--- config.mk ---
export PLATFORM = sky130hd
export DESIGN_NAME = cpu_run_ctrl
export DESIGN_NICKNAME = d
export VERILOG_FILES = /design/src/rtl/cpu_run_pkg.sv /design/src/rtl/cpu_run_watchdog.sv /design/src/rtl/cpu_run_ctrl.sv
export SDC_FILE = /design/constraint.sdc
export NUM_CORES = 1
export LEC_CHECK = 0
export ABC_AREA = 0
export ABC_CLOCK_PERIOD_IN_PS = 2100
export BUFFER_PORTS_ARGS = -buffer_cell sky130_fd_sc_hd__buf_2
export CORE_ASPECT_RATIO = 0.9
export CORE_MARGIN = 2
export CORE_UTILIZATION = 40
export CTS_BUF_LIST = sky130_fd_sc_hd__clkbuf_2 sky130_fd_sc_hd__clkbuf_4 sky130_fd_sc_hd__clkbuf_8
export DETAILED_ROUTE_END_ITERATION = 10
export GPL_ROUTABILITY_DRIVEN = 0
export PLACE_DENSITY = 0.7
export REMOVE_ABC_BUFFERS = 1
export SKIP_CTS_REPAIR_TIMING = 1
export SLEW_MARGIN = 30
export SYNTH_ARGS = -nofsm -noshare
export SYNTH_HDL_FRONTEND = slang
export SYNTH_SLANG_ARGS = --single-unit
--- constraint.sdc ---
create_clock -name in_clk -period 2.1 [get_ports in_clk]
set_clock_uncertainty 0.15 [all_clocks]
set_input_delay 0.21 -clock in_clk [delete_from_list [all_inputs] [get_ports in_clk]]
set_output_delay 0.21 -clock in_clk [all_outputs]
set_load 0.02 [all_outputs]
--- src/rtl/cpu_run_pkg.sv ---
// Shared state encoding and mailbox/config address offsets for the CPU run controller.
package cpu_run_pkg;

  typedef enum logic [2:0] {
    ST_IDLE,
    ST_LOAD0,
    ST_LOAD1,
    ST_RUN,
    ST_DONE,
    ST_TIMEOUT
  } state_e;

  localparam logic [31:0] RES_ATTEMPT_OFS = 32'h0;
  localparam logic [31:0] RES_BROKEN_OFS  = 32'h4;
  localparam logic [31:0] RES_LAST_OFS    = 32'h8;
  localparam logic [31:0] RES_HALT_OFS    = 32'hC;
  localparam logic [31:0] CFG_RES_OFS     = 32'h4;

endpackage

--- src/rtl/cpu_run_watchdog.sv ---
// RUN-cycle watchdog: saturating counter, one-cycle expired on the edge the count reaches the limit.
module cpu_run_watchdog #(
  parameter int TIMEOUT_CYCLES = 4096
) (
  input  logic clk,
  input  logic rst_n,
  input  logic clear,
  input  logic enable,
  output logic expired
);

  localparam int CW = $clog2(TIMEOUT_CYCLES + 1);
  localparam logic [CW-1:0] LIMIT = CW'(TIMEOUT_CYCLES);
  localparam logic [CW-1:0] LAST  = CW'(TIMEOUT_CYCLES - 1);

  logic [CW-1:0] cnt_q, cnt_d;

  always_comb begin
    cnt_d = cnt_q;
    if (clear) begin
      cnt_d = '0;
    end else if (enable && (cnt_q != LIMIT)) begin
      cnt_d = cnt_q + CW'(1);
    end
  end

  // The edge that moves the count onto LIMIT is the expiry edge.
  assign expired = enable && !clear && (cnt_q == LAST);

  always_ff @(posedge clk or negedge rst_n) begin
    if (!rst_n) begin
      cnt_q <= '0;
    end else begin
      cnt_q <= cnt_d;
    end
  end

endmodule

--- src/rtl/cpu_run_ctrl.sv ---
// Preloads egg-drop operands, releases the CPU, snoops mailbox stores and re-halts it.
// Optional watchdog/TIMEOUT state compiled in with CPU_RUN_WATCHDOG_EN.
module cpu_run_ctrl
  import cpu_run_pkg::*;
#(
  parameter logic [31:0] CFG_BASE       = 32'h0000_0100,
  parameter logic [31:0] RES_BASE       = 32'h0000_0200,
  parameter int          TIMEOUT_CYCLES = 4096
) (
  input  logic        in_clk,
  input  logic        in_rst_n,
  input  logic        in_start,
  input  logic [6:0]  in_floors_data,
  input  logic [6:0]  in_resistance_data,
  input  logic        cpu_mem_we,
  input  logic [31:0] cpu_mem_addr,
  input  logic [31:0] cpu_mem_wdata,
  output logic        cpu_rst_n,
  output logic        cfg_we,
  output logic [31:0] cfg_addr,
  output logic [31:0] cfg_wdata,
  output logic        busy,
  output logic        done,
  output logic        timeout,
  output logic [31:0] result_attempt_count,
  output logic [31:0] result_broken_count,
  output logic        result_is_last_broken
);

  state_e      state_q, state_d;
  logic [31:0] floors_q, floors_d, resist_q, resist_d;
  logic        cfg_we_q, cfg_we_d;
  logic [31:0] cfg_addr_q, cfg_addr_d, cfg_wdata_q, cfg_wdata_d;
  logic        cpu_rst_n_q, cpu_rst_n_d;
  logic [31:0] att_q, att_d, brk_q, brk_d;
  logic        last_q, last_d;

  logic start_ok, in_run, st_att, st_brk, st_last, st_halt, wd_expired;

  assign start_ok = in_start && (state_q inside {ST_IDLE, ST_DONE, ST_TIMEOUT});
  assign in_run   = (state_q == ST_RUN);
  assign st_att   = in_run && cpu_mem_we && (cpu_mem_addr == RES_BASE + RES_ATTEMPT_OFS);
  assign st_brk   = in_run && cpu_mem_we && (cpu_mem_addr == RES_BASE + RES_BROKEN_OFS);
  assign st_last  = in_run && cpu_mem_we && (cpu_mem_addr == RES_BASE + RES_LAST_OFS);
  assign st_halt  = in_run && cpu_mem_we && (cpu_mem_addr == RES_BASE + RES_HALT_OFS)
                    && (cpu_mem_wdata != 32'h0);

`ifdef CPU_RUN_WATCHDOG_EN
  cpu_run_watchdog #(
    .TIMEOUT_CYCLES(TIMEOUT_CYCLES)
  ) u_watchdog (
    .clk    (in_clk),
    .rst_n  (in_rst_n),
    .clear  (!in_run),
    .enable (in_run),
    .expired(wd_expired)
  );
`else
  assign wd_expired = 1'b0;
`endif

  always_ff @(posedge in_clk or negedge in_rst_n) begin
    if (!in_rst_n) begin
      state_q <= ST_IDLE;
    end else begin
      state_q <= state_d;
    end
  end

  always_comb begin
    state_d = state_q;
    unique case (state_q)
      ST_IDLE, ST_DONE, ST_TIMEOUT: if (start_ok) state_d = ST_LOAD0;
      ST_LOAD0:                     state_d = ST_LOAD1;
      ST_LOAD1:                     state_d = ST_RUN;
      // Halt beats a watchdog expiry on the same edge.
      ST_RUN: begin
        if (st_halt)         state_d = ST_DONE;
        else if (wd_expired) state_d = ST_TIMEOUT;
      end
      default:                      state_d = ST_IDLE;
    endcase
  end

  always_comb begin
    busy        = state_q inside {ST_LOAD0, ST_LOAD1, ST_RUN};
    done        = (state_q == ST_DONE);
`ifdef CPU_RUN_WATCHDOG_EN
    timeout     = (state_q == ST_TIMEOUT);
`else
    timeout     = 1'b0;
`endif
    cfg_we_d    = 1'b0;
    cfg_addr_d  = 32'h0;
    cfg_wdata_d = 32'h0;
    if (state_d == ST_LOAD0) begin
      cfg_we_d    = 1'b1;
      cfg_addr_d  = CFG_BASE;
      cfg_wdata_d = floors_d;
    end else if (state_d == ST_LOAD1) begin
      cfg_we_d    = 1'b1;
      cfg_addr_d  = CFG_BASE + CFG_RES_OFS;
      cfg_wdata_d = resist_d;
    end
    // Release only after a full cycle in RUN, so both preload writes have landed.
    cpu_rst_n_d = in_run && (state_d == ST_RUN);
  end

  always_comb begin
    floors_d = start_ok ? {25'h0, in_floors_data}     : floors_q;
    resist_d = start_ok ? {25'h0, in_resistance_data} : resist_q;
    att_d    = att_q;
    brk_d    = brk_q;
    last_d   = last_q;
    if (start_ok) begin
      att_d  = 32'h0;
      brk_d  = 32'h0;
      last_d = 1'b0;
    end else begin
      if (st_att)  att_d  = cpu_mem_wdata;
      if (st_brk)  brk_d  = cpu_mem_wdata;
      if (st_last) last_d = cpu_mem_wdata[0];
    end
  end

  always_ff @(posedge in_clk or negedge in_rst_n) begin
    if (!in_rst_n) begin
      floors_q    <= 32'h0;
      resist_q    <= 32'h0;
      cfg_we_q    <= 1'b0;
      cfg_addr_q  <= 32'h0;
      cfg_wdata_q <= 32'h0;
      cpu_rst_n_q <= 1'b0;
      att_q       <= 32'h0;
      brk_q       <= 32'h0;
      last_q      <= 1'b0;
    end else begin
      floors_q    <= floors_d;
      resist_q    <= resist_d;
      cfg_we_q    <= cfg_we_d;
      cfg_addr_q  <= cfg_addr_d;
      cfg_wdata_q <= cfg_wdata_d;
      cpu_rst_n_q <= cpu_rst_n_d;
      att_q       <= att_d;
      brk_q       <= brk_d;
      last_q      <= last_d;
    end
  end

  assign cpu_rst_n             = cpu_rst_n_q;
  assign cfg_we                = cfg_we_q;
  assign cfg_addr              = cfg_addr_q;
  assign cfg_wdata             = cfg_wdata_q;
  assign result_attempt_count  = att_q;
  assign result_broken_count   = brk_q;
  assign result_is_last_broken = last_q;

endmodule

==> flow_metrics.env <==
export IMPL_synth_xor_area_share_pct=0
export IMPL_peakVddDrop_mv=0.395
export IMPL_p_sw_share_pct=24.0
export IMPL_portBuffers=184
export IMPL_power_per_cell_area_nw_per_um2=653
export IMPL_routed_via_density=4.63
export IMPL_violations="negative setup slack"
export IMPL_antenna_found_initial=0
export IMPL_vias=4428
export IMPL_dieWidth_um=130
export IMPL_drtIter0Drc=260
export IMPL_grt_total_usage_pct=17.5
export IMPL_worst_slack_ns=-0.0352
export IMPL_final_period_utilization_pct=102
export IMPL_start_util_pct=40.9
export IMPL_cts_tree="built"
export IMPL_setup_tns_final_ns=-0.448
export IMPL_fillers=1226
export IMPL_critical_path_max_fanout=22
export IMPL_n_antenna_cell=0
export IMPL_grt_overflow=0
export IMPL_grt_use_met3_pct=5.09
export IMPL_drv_cap=0
export IMPL_muxShareOfSynthArea_pct=12.7
export IMPL_final_nets=833
export IMPL_layout_common_cells="183 x buf_2, 135 x dfrtp_1, 99 x nand2_1"
export IMPL_h_tree_depth=4
export IMPL_rsz0062_at_grt="true"
export IMPL_synth_cell_types=37
export IMPL_antenna_left=0
export IMPL_cp_required_ns=2.32
export IMPL_endpoint_kind="flip-flop"
export IMPL_hold_class="in2async"
export IMPL_grt_start_max_net_pins=68
export IMPL_ys_top_cells_by_area="dfrtp_1 59%, mux2i_1 11%, nand2_1 6.5%, buf_4 4.3%, and3_1 2.9%"
export IMPL_start_kind="flip-flop"
export IMPL_layout_min_cycle_time_ns=2.14
export IMPL_cts_root_buf="clkbuf_8"
export IMPL_cts_sinks=135
export IMPL_path_clk_slew_ns=0.08
export IMPL_p_leak_nw=4.56
export IMPL_syn_to_final_growth_pct=36.6
export IMPL_synth_top_family_by_area="simple AND/OR/NAND/NOR gates"
export IMPL_pre_cts_ws_ns=-0.271
export IMPL_grt_pass1_wl_mm=20.7
export IMPL_final_common_cell="buf_2"
export IMPL_hold_violations=0
export IMPL_max_freq_mhz=468
export IMPL_dieArea_sq_um=15300
export IMPL_wire_per_inst_um=14.8
export IMPL_ys_seq_area_share_pct=59.0
export IMPL_path_class="reg2reg"
export IMPL_p_total_mw=5.11
export IMPL_synthAdderAreaFrac_pct=0
export IMPL_cts_buffer_depth=2
export IMPL_relSlewSlack_pct=51.7
export IMPL_use_met1_pct=23.0
export IMPL_status="finished with violations"
export IMPL_grt_pass1_vias=4079
export IMPL_drv_slew=0
export IMPL_syn_area_per_cell_sq_um=11.3
export IMPL_synth_largest_area_cell="dfrtp_1"
export IMPL_core_area_sq_um=14000
export IMPL_synthCells=506
export IMPL_arrival_ns=2.35
export IMPL_internal_power_mw=3.88
export IMPL_die_h_um=118
export IMPL_ys_ff_latch=135
export IMPL_synthesis_area_sq_um=5730
export IMPL_clockPowerShare_pct=42.5
export IMPL_grt_busiest_layer="met2"
export IMPL_drc=0
export IMPL_tightest_slew_ns=0.721
export IMPL_numCtsBuffers=17
export IMPL_synth_top_cell_area_share_pct=59.0
export IMPL_synth_compound_area_share_pct=1.90
export IMPL_rows=41
export IMPL_p_comb_share_pct=6.5
export IMPL_hold_ws_ns=0.144
export IMPL_pin_count=216
export IMPL_drt_first_pass_iters=5
export IMPL_hpwl_mm=9.49
export IMPL_grt_use_met2_pct=27.3
export IMPL_drive_above_1_share_pct=33.5
export IMPL_p_sw_mw=1.23
export IMPL_setup_viol=23
export IMPL_seqPwrFrac_pct=51.1
export IMPL_ys_warn_count=0
export IMPL_synth_simple_gate_area_share_pct=16.8
export IMPL_clk_latency_ns=0.44
export IMPL_routed_wl_mm=14.2
metrics by stage:
stage	area, sq um	utilization, %	cells
floorplan	5420	-	473
global placement	6820	48.7	871
detailed placement	6830	48.7	871
CTS	7230	51.6	903
global route	7830	55.9	957
finish	7830	55.9	957
flip-flops by register name, summed over array words and instances, names as in the netlist:
signal / count
cfg_addr: 2
result_is_last_broken: 1
cfg_wdata: 32
result_attempt_count: 32
resist_q: 32
state_q: 3
cpu_rst_n: 1
result_broken_count: 32
power by group through the flow:
stage	clock, mW	sequential [mW]	combinational [mW]
floorplan	0	2.66	0.0937
CTS	2.25	2.61	0.262
finish	2.17	2.61	0.331
detailed placement	0	2.66	0.262
global placement	0	2.66	0.254
global route	2.37	2.61	0.369
Yosys cell counts:
cell type    n
nand2_1     99
or4_4        2
a2111oi_2    1
or3_4        1
a2bb2oi_1    1
nor4_4       1
a22o_1       7
a311o_1      1
mux2_2       2
nor4_1      14
nand4_1      1
or4_1        1
inv_1       32
buf_4       33
nand3_1      1
dfrtp_1    135
o21ai_0      1
nor3_1       2
buf_12       3
and3_1      27
and2_1      25
and4_1       2
nand3b_1     1
nor4b_1      2
or3_1        1
buf_2        3
conb_1       1
nand2b_1     3
a221oi_1     1
mux2i_1     65
nor2_1       6
buf_6        1
nor2b_1      1
buf_1        3
clkbuf_1    20
mux2_1       5
inv_2        1
logic make-up after synthesis:
logic type             after synthesis
other                                1
muxes                               72
buffers and inverters               96
DFF                                135
and+or+nand+nor                    190
AOI/OAI and AO/OA                   12
path summary, 6_finish.rpt:
check,startpoint,to,slack [ns],depth (start not counted)
worst max-delay path,state_q[2],result_attempt_count[13],-0.04,5
worst min-delay path,in_rst_n,cfg_wdata[26],0.14,2
worst max register to register,state_q[2],result_attempt_count[13],-0.04,5
worst min register to register,resist_q[20],resist_q[20],0.33,1
max in group asynchronous,in_rst_n,result_broken_count[19],1.00,3
min in group in_clk,cpu_mem_addr[3],result_is_last_broken,0.15,5
routing by layer:
metal  routed length, um  up-vias
met3                 842       17
li1                    -     2080
met2                6800      166
met5                   0        -
met1                6290     2165
met4                 248        0
critical path, stage by stage (launching register included):
cell,delay (ns)
dfrtp_1,0.39
nand3b_1,0.20
or3_4,0.42
or4_4,0.52
buf_12,0.19
mux2i_1,0.18
final cells by class:
| type | instances | area (sq um) | share of cell area [%] |
|---|---|---|---|
| Multi-Input combinational cell | 305 | 1950 | 24.9 |
| Timing Repair Buffer | 259 | 1730 | 22.1 |
| Inverter | 33 | 124 | 1.58 |
| Tap cell | 193 | 241 | 3.09 |
| Clock inverter | 13 | 145 | 1.85 |
| Sequential cell | 135 | 3380 | 43.2 |
| Clock buffer | 19 | 262 | 3.34 |
No activity file was read; power rests on OpenSTA's default activity.
